File: src/rtl/hvac_pkg.sv
// rtl/hvac_pkg.sv - shared types and constants for the thermostat sequencer
package hvac_pkg;

  localparam int TEMP_W  = 7;
  localparam int MINTEMP = 18;
  localparam int MAXTEMP = 26;

  typedef enum logic [2:0] {
    ST_IDLE     = 3'd0,
    ST_HEAT     = 3'd1,
    ST_COOL     = 3'd2,
    ST_FAN_POST = 3'd3,
    ST_LOCKOUT  = 3'd4,
    ST_FAULT    = 3'd5
  } state_t;

  // Lower threshold floors at zero so a small setpoint never wraps to a huge value
  function automatic logic [7:0] lo_thresh(input logic [7:0] sp, input logic [7:0] hyst);
    return (sp >= hyst) ? (sp - hyst) : 8'd0;
  endfunction

endpackage

File: src/rtl/hvac_ctrl_if.sv
// rtl/hvac_ctrl_if.sv - setpoint/sensor inputs and relay outputs of the sequencer
interface hvac_ctrl_if;
  import hvac_pkg::*;

  logic              i_tick;
  logic              i_enable;
  logic [TEMP_W-1:0] i_setpoint;
  logic              i_temp_valid;
  logic [TEMP_W-1:0] i_temp_meas;
  logic              o_heat_on;
  logic              o_cool_on;
  logic              o_fan_on;
  logic              o_fault;
  logic [2:0]        o_state;

  modport master (
    output i_tick, i_enable, i_setpoint, i_temp_valid, i_temp_meas,
    input  o_heat_on, o_cool_on, o_fan_on, o_fault, o_state
  );

  modport slave (
    input  i_tick, i_enable, i_setpoint, i_temp_valid, i_temp_meas,
    output o_heat_on, o_cool_on, o_fan_on, o_fault, o_state
  );

endinterface

File: src/rtl/hvac_ctrl_sensor_wdog.sv
// rtl/hvac_ctrl_sensor_wdog.sv - sensor sample capture and stall watchdog
module sensor_wdog
  import hvac_pkg::*;
#(
  parameter int SENSOR_TO = 10,
  parameter int CW        = 8
) (
  input  logic              clk,
  input  logic              reset,
  input  logic              i_tick,
  input  logic              i_temp_valid,
  input  logic [TEMP_W-1:0] i_temp_meas,
  output logic [TEMP_W-1:0] o_meas_q,
  output logic              o_meas_ok,
  output logic              o_timeout
);

  localparam logic [CW-1:0] L_SENSOR_TO = CW'(SENSOR_TO);

  logic [TEMP_W-1:0] r_meas_q;
  logic              r_meas_ok;
  logic [CW-1:0]     r_wd_cnt;

  // A fresh sample outranks a tick landing in the same cycle
  always_ff @(posedge clk or negedge reset) begin
    if (!reset) begin
      r_meas_q  <= '0;
      r_meas_ok <= 1'b0;
      r_wd_cnt  <= '0;
    end else if (i_temp_valid) begin
      r_meas_q  <= i_temp_meas;
      r_meas_ok <= 1'b1;
      r_wd_cnt  <= '0;
    end else if (i_tick && (r_wd_cnt != '1)) begin
      r_wd_cnt  <= r_wd_cnt + 1'b1;
    end
  end

  assign o_meas_q  = r_meas_q;
  assign o_meas_ok = r_meas_ok;
  assign o_timeout = (r_wd_cnt == L_SENSOR_TO);

endmodule

File: src/rtl/hvac_ctrl.sv
// rtl/hvac_ctrl.sv - thermostat sequencer driving heater, cooler and fan relays
module hvac_ctrl
  import hvac_pkg::*;
#(
  parameter int HYST      = 1,
  parameter int MIN_RUN   = 4,
  parameter int FAN_POST  = 3,
  parameter int MIN_OFF   = 6,
  parameter int SENSOR_TO = 10,
  parameter int CW        = 8
) (
  input  logic        clk,
  input  logic        reset,
  hvac_ctrl_if.slave  bus
);

  localparam logic [7:0]    L_HYST     = 8'(HYST);
  localparam logic [CW-1:0] L_MIN_RUN  = CW'(MIN_RUN);
  localparam logic [CW-1:0] L_FAN_POST = CW'(FAN_POST);
  localparam logic [CW-1:0] L_MIN_OFF  = CW'(MIN_OFF);

  state_t            r_state;
  state_t            w_state_nxt;
  logic [CW-1:0]     r_tick_cnt;
  logic              r_heat_on, r_cool_on, r_fan_on, r_fault;
  logic              w_heat_nxt, w_cool_nxt, w_fan_nxt, w_fault_nxt;
  logic [TEMP_W-1:0] w_meas_q;
  logic              w_meas_ok;
  logic              w_timeout;
  logic [7:0]        w_sp, w_meas, w_lo, w_hi;
  logic              w_run_done, w_want_heat, w_want_cool;

  sensor_wdog #(
    .SENSOR_TO (SENSOR_TO),
    .CW        (CW)
  ) u_sensor_wdog (
    .clk          (clk),
    .reset        (reset),
    .i_tick       (bus.i_tick),
    .i_temp_valid (bus.i_temp_valid),
    .i_temp_meas  (bus.i_temp_meas),
    .o_meas_q     (w_meas_q),
    .o_meas_ok    (w_meas_ok),
    .o_timeout    (w_timeout)
  );

  assign w_sp        = {1'b0, bus.i_setpoint};
  assign w_meas      = {1'b0, w_meas_q};
  assign w_lo        = lo_thresh(w_sp, L_HYST);
  assign w_hi        = w_sp + L_HYST;
  assign w_run_done  = (r_tick_cnt >= L_MIN_RUN);
  assign w_want_heat = bus.i_enable && w_meas_ok && (w_meas <= w_lo);
  assign w_want_cool = bus.i_enable && w_meas_ok && (w_meas >= w_hi);

  always_comb begin
    w_state_nxt = r_state;
    // A stalled sensor overrides every other decision except while already faulted
    if (w_timeout && (r_state != ST_FAULT)) begin
      w_state_nxt = ST_FAULT;
    end else begin
      case (r_state)
        ST_IDLE: begin
          if (w_want_heat)      w_state_nxt = ST_HEAT;
          else if (w_want_cool) w_state_nxt = ST_COOL;
        end
        ST_HEAT: begin
          if (!bus.i_enable || (w_run_done && (w_meas >= w_sp))) w_state_nxt = ST_FAN_POST;
        end
        ST_COOL: begin
          if (!bus.i_enable || (w_run_done && (w_meas <= w_sp))) w_state_nxt = ST_FAN_POST;
        end
        ST_FAN_POST: begin
          if (r_tick_cnt == L_FAN_POST) w_state_nxt = ST_LOCKOUT;
        end
        ST_LOCKOUT: begin
          if (r_tick_cnt == L_MIN_OFF) w_state_nxt = ST_IDLE;
        end
        ST_FAULT: begin
          if (bus.i_temp_valid) w_state_nxt = ST_LOCKOUT;
        end
        default: w_state_nxt = ST_IDLE;
      endcase
    end

    w_heat_nxt  = 1'b0;
    w_cool_nxt  = 1'b0;
    w_fan_nxt   = 1'b0;
    w_fault_nxt = 1'b0;
    case (w_state_nxt)
      ST_HEAT:     begin w_heat_nxt = 1'b1; w_fan_nxt = 1'b1; end
      ST_COOL:     begin w_cool_nxt = 1'b1; w_fan_nxt = 1'b1; end
      ST_FAN_POST: w_fan_nxt   = 1'b1;
      ST_FAULT:    w_fault_nxt = 1'b1;
      default:     ;
    endcase
  end

  always_ff @(posedge clk or negedge reset) begin
    if (!reset) begin
      r_state    <= ST_IDLE;
      r_tick_cnt <= '0;
      r_heat_on  <= 1'b0;
      r_cool_on  <= 1'b0;
      r_fan_on   <= 1'b0;
      r_fault    <= 1'b0;
    end else begin
      r_state    <= w_state_nxt;
      r_heat_on  <= w_heat_nxt;
      r_cool_on  <= w_cool_nxt;
      r_fan_on   <= w_fan_nxt;
      r_fault    <= w_fault_nxt;
      if (w_state_nxt != r_state)
        r_tick_cnt <= '0;
      else if (bus.i_tick && (r_tick_cnt != '1))
        r_tick_cnt <= r_tick_cnt + 1'b1;
    end
  end

  assign bus.o_state   = r_state;
  assign bus.o_heat_on = r_heat_on;
  assign bus.o_cool_on = r_cool_on;
  assign bus.o_fan_on  = r_fan_on;
  assign bus.o_fault   = r_fault;

endmodule

File: src/flat_wrapper.sv
// flat-port wrapper written by rule: the top's interface ports become plain ports
module hvac_ctrl_flat import hvac_pkg::*;
#(
  parameter int HYST      = 1,
  parameter int MIN_RUN   = 4,
  parameter int FAN_POST  = 3,
  parameter int MIN_OFF   = 6,
  parameter int SENSOR_TO = 10,
  parameter int CW        = 8
)
  (clk, reset, bus_i_tick, bus_i_enable, bus_i_setpoint, bus_i_temp_valid, bus_i_temp_meas, bus_o_heat_on, bus_o_cool_on, bus_o_fan_on, bus_o_fault, bus_o_state);
  hvac_ctrl_if bus_i ();
  input  logic clk;
  input  logic reset;
  input wire logic [$bits(bus_i.i_tick)-1:0] bus_i_tick;
  input wire logic [$bits(bus_i.i_enable)-1:0] bus_i_enable;
  input wire logic [$bits(bus_i.i_setpoint)-1:0] bus_i_setpoint;
  input wire logic [$bits(bus_i.i_temp_valid)-1:0] bus_i_temp_valid;
  input wire logic [$bits(bus_i.i_temp_meas)-1:0] bus_i_temp_meas;
  output wire logic [$bits(bus_i.o_heat_on)-1:0] bus_o_heat_on;
  output wire logic [$bits(bus_i.o_cool_on)-1:0] bus_o_cool_on;
  output wire logic [$bits(bus_i.o_fan_on)-1:0] bus_o_fan_on;
  output wire logic [$bits(bus_i.o_fault)-1:0] bus_o_fault;
  output wire logic [$bits(bus_i.o_state)-1:0] bus_o_state;
  assign bus_i.i_tick = bus_i_tick;
  assign bus_i.i_enable = bus_i_enable;
  assign bus_i.i_setpoint = bus_i_setpoint;
  assign bus_i.i_temp_valid = bus_i_temp_valid;
  assign bus_i.i_temp_meas = bus_i_temp_meas;
  assign bus_o_heat_on = bus_i.o_heat_on;
  assign bus_o_cool_on = bus_i.o_cool_on;
  assign bus_o_fan_on = bus_i.o_fan_on;
  assign bus_o_fault = bus_i.o_fault;
  assign bus_o_state = bus_i.o_state;
  hvac_ctrl #(.HYST(HYST), .MIN_RUN(MIN_RUN), .FAN_POST(FAN_POST), .MIN_OFF(MIN_OFF), .SENSOR_TO(SENSOR_TO), .CW(CW)) u_core (.clk(clk), .reset(reset), .bus(bus_i));
endmodule
File: config.mk
export PLATFORM = sky130hd
export DESIGN_NAME = hvac_ctrl_flat
export DESIGN_NICKNAME = d
export VERILOG_FILES = /design/src/rtl/hvac_pkg.sv /design/src/rtl/hvac_ctrl_if.sv /design/src/rtl/hvac_ctrl_sensor_wdog.sv /design/src/rtl/hvac_ctrl.sv /design/src/flat_wrapper.sv
export SDC_FILE = /design/constraint.sdc
export NUM_CORES = 1
export LEC_CHECK = 0
export ABC_AREA = 0
export BUFFER_PORTS_ARGS = -buffer_cell sky130_fd_sc_hd__buf_4
export CAP_MARGIN = 20
export CORE_ASPECT_RATIO = 1.75
export CORE_MARGIN = 2
export CORE_UTILIZATION = 40
export DETAILED_ROUTE_END_ITERATION = 10
export PLACE_DENSITY_LB_ADDON = 0.1
export SLEW_MARGIN = 20
export SYNTH_ARGS = -nofsm -noshare
export SYNTH_HDL_FRONTEND = slang
export SYNTH_SLANG_ARGS = --single-unit
File: constraint.sdc
create_clock -name clk -period 3.2 [get_ports clk]
set_input_delay 0.16 -clock clk [delete_from_list [all_inputs] [get_ports clk]]
set_output_delay 0.16 -clock clk [all_outputs]
set_load 0.005 [all_outputs]
==> key figures <==
Logic synthesis
  – FF+latch count, synth: 31
  – FFs w/ async S/R, synth: 1.00
  – Net Count, Synth: 302
  – Post-synth top flop: dfrtp_1
  – Synthesis Warnings: 0
  – Count leader, synth: dfrtp_1
  – Synth area leaders: dfrtp_1, ha_1, xnor2_1, a211oi_1, nand3_1
  – Cell Area, Synth: around 2300 um2
  – Share of Yosys cell area claimed by the top area cell type: 0.332
  – Avg Cell Area, Syn: a little over 9 um2
  – Seq/Total Area, Yosys: 0.332
  – Post-synth top cells: dfrtp_1, ha_1, nor2_1
  – EDFF count, synth: 0
  – Area leader, netlist: dfrtp_1
  – Distinct cells, synth: 42
  – Post-synthesis instance total: 254

Global routing
  – All-Layer GR Usage: 0.181
  – Grt ovf: 0
  – Initial antenna violation count: 0
  – First-pass GRT wire length: 8730 um
  – Largest net degree at the start of global routing: 32
  – Vias in the first global route: roughly 1900

Drt
  – Vias per cell: approximately 5.3
  – Wirelength, routed: ~5500 um
  – Routed Antenna Nets: 0
  – WL/cell: between 15 and 20 um
  – DR iter-0 viols: just under 80
  – Drt pass-1 iters: 4
  – DRC: 0
  – Vias after detailed routing: 1924

Timing
  – Final Hold Vio Count: 0
  – Tmin final: ~2.9 ns
  – Max Freq: 343 MHz
  – Final setup viols: 0
  – Tcrit/Tclk final: 0.912
  – Worst-Margin Slew: 0.465 ns
  – Unrepaired setup endpoints after global routing: false
  – Worst rel slew slack: 0.687
  – Setup TNS: 0 ns
  – Max Slew Vio Count: 0
  – Skew final: about 0.0025 ns

Clocking
  – Inserted Clock Buffers: 5
  – # clock sinks: 31
  – Setup Fix Bufs, Post-CTS: 0
  – CTS max path bufs: 2
  – Worst-Skew Late Latency: between 0.2 and 0.3 ns
  – Clock transition at path regs: 0.06 ns
  – Post_cts resized: 0
  – CTS tree: done
  – Post-CTS Hold Buffers: 1
  – Max H-tree Level: 2
  – Root Buffer: clkbuf_8

Die
  – # IOs: 26
  – Total die area: around 6500 um2
  – Rows: 36
  – Die Span Y: about 110 um
  – Die width: 61.8 um
  – Initial Util: 0.415
  – CORE AREA: between 5000 and 6000 um2

Placement
  – Post-DP HPWL: around 4300 um
  – Cell total after placement: 352
  – # port buffers: 25
  – Gpl congestion: between 0.7 and 0.8

Layout
  – Area grow syn2layout: 17.0%
  – Layout cell share with drive strength beyond 1: 0.165
  – Non-Filler Instances: approximately 360
  – # diodes: 0
  – Layout Nets: between 300 and 400

Flow run
  – Max Cap Viol: 0

Critical path
  – Worst setup EP type: register
  – Crit Path Max Fanout: 8
  – Critical path required time: 3.38 ns
  – Critical path startpoint category: primary input
  – CP Class: primary input to register
  – Worst path arrival time: about 3.1 ns

Run status
  – Status: complete, no violations

Power and ir drop
  – P per Cell Area: 467 nW/um2
  – Leakage: between 1 and 1.5 nW
  – Max VDD drop: 250 uV

Min path
  – Hold crit path type: primary input to register
cell type report:
type	instances	area, um2
Clock buffer	8	100
Fill cell	591	2890
Inverter	14	52.6
Multi-Input combinational cell	201	1480
Sequential cell	31	776
Tap cell	76	95.1
Timing Repair Buffer	31	235
through the flow:
stage	area, um2	setup slack, ns	utilization	total power, mW	hold WS [ns]
after floorplan	2340	0.236	-	0.774	-0.136
after global placement	2630	0.150	0.466	0.942	0.120
after detailed placement	2630	0.0144	0.466	0.946	0.124
after CTS	2740	0.300	0.486	1.29	0.0898
after global routing	2740	0.0954	0.486	1.37	0.0988
final	2740	0.282	0.486	1.28	0.0921
kinds of logic (layout without fill, tap and decap cells):
group / count (synthesis) / count (layout) / share of synthesized area
AOI/OAI and AO/OA: 43 / 43 / 0.129
xor gates and xnor gates: 23 / 23 / 0.0861
adders and majority gates: 29 / 29 / 0.155
buffers and inverters: 22 / 53 / 0.0364
DFF: 31 / 31 / 0.332
muxes: 6 / 6 / 0.0289
and+or+nand+nor: 100 / 100 / 0.232
layer usage:
metal	global-route usage	part of all wire	vias up
met5	0	0	-
li1	-	-	985
met4	0.0699	0.023	0
met2	0.341	0.56	21
met3	0.0272	0.020	9
met1	0.186	0.40	909
layout by cell type (no fill, tap or decap), types with 4 or more instances in the layout:
| master | instances |
|---|---|
| dfrtp_1 | 31 |
| buf_4 | 30 |
| ha_1 | 29 |
| nor2_1 | 20 |
| xnor2_1 | 16 |
| nand3_1 | 15 |
| nand2_1 | 15 |
| inv_1 | 14 |
| a21oi_1 | 11 |
| a211oi_1 | 11 |
| nand4_1 | 10 |
| xor2_1 | 7 |
| clkbuf_8 | 7 |
| mux2_2 | 6 |
| nor4_1 | 5 |
| nor3_1 | 4 |
| o21ai_0 | 4 |
| and2_1 | 4 |
power breakdown:
part | switching, mW | internal [mW] | leakage (nW)
Combinational | 0.224 | 0.210 | 0.803
Sequential | 0.0637 | 0.439 | 0.395
Clock | 0.145 | 0.196 | 0.0515
Total | 0.432 | 0.845 | 1.25
sequential cells by signal (all words and copies together), names as in the netlist:
register	count
u_core.u_sensor_wdog.r_wd_cnt	8
u_core.bus.o_cool_on	1
u_core.bus.o_heat_on	1
u_core.u_sensor_wdog.o_meas_q	7
u_core.r_tick_cnt	8
u_core.bus.o_state	3
u_core.bus.o_fault	1
u_core.bus.o_fan_on	1
u_core.u_sensor_wdog.o_meas_ok	1
worst paths after layout:
| check | cells past startpoint | startpoint | slack [ns] | to |
|---|---|---|---|---|
| max in group asynchronous | 2 | reset | 2.55 | u_core.u_sensor_wdog.o_meas_q[5] |
| min in group asynchronous | 2 | reset | 0.35 | u_core.bus.o_state[0] |
| hold reg to reg | 1 | u_core.u_sensor_wdog.o_meas_ok | 0.48 | u_core.u_sensor_wdog.o_meas_ok |
| setup / recovery | 12 | bus_i_setpoint[4] | 0.28 | u_core.r_tick_cnt[7] |
| hold / removal | 3 | bus_i_temp_meas[0] | 0.09 | u_core.u_sensor_wdog.o_meas_q[0] |
| setup reg to reg | 6 | u_core.r_tick_cnt[3] | 0.66 | u_core.r_tick_cnt[7] |
worst max-delay path: stages:
cell and delay, ns:
buf_4 0.13, nor4_1 0.34, nand2_1 0.11, or3_1 0.41, nand2_1 0.11, ha_1 0.25
a21o_1 0.17, a221oi_1 0.31, a211oi_1 0.16, o211a_1 0.17, or3_1 0.46, a211oi_1 0.32
(Power assumes the default switching activity.)
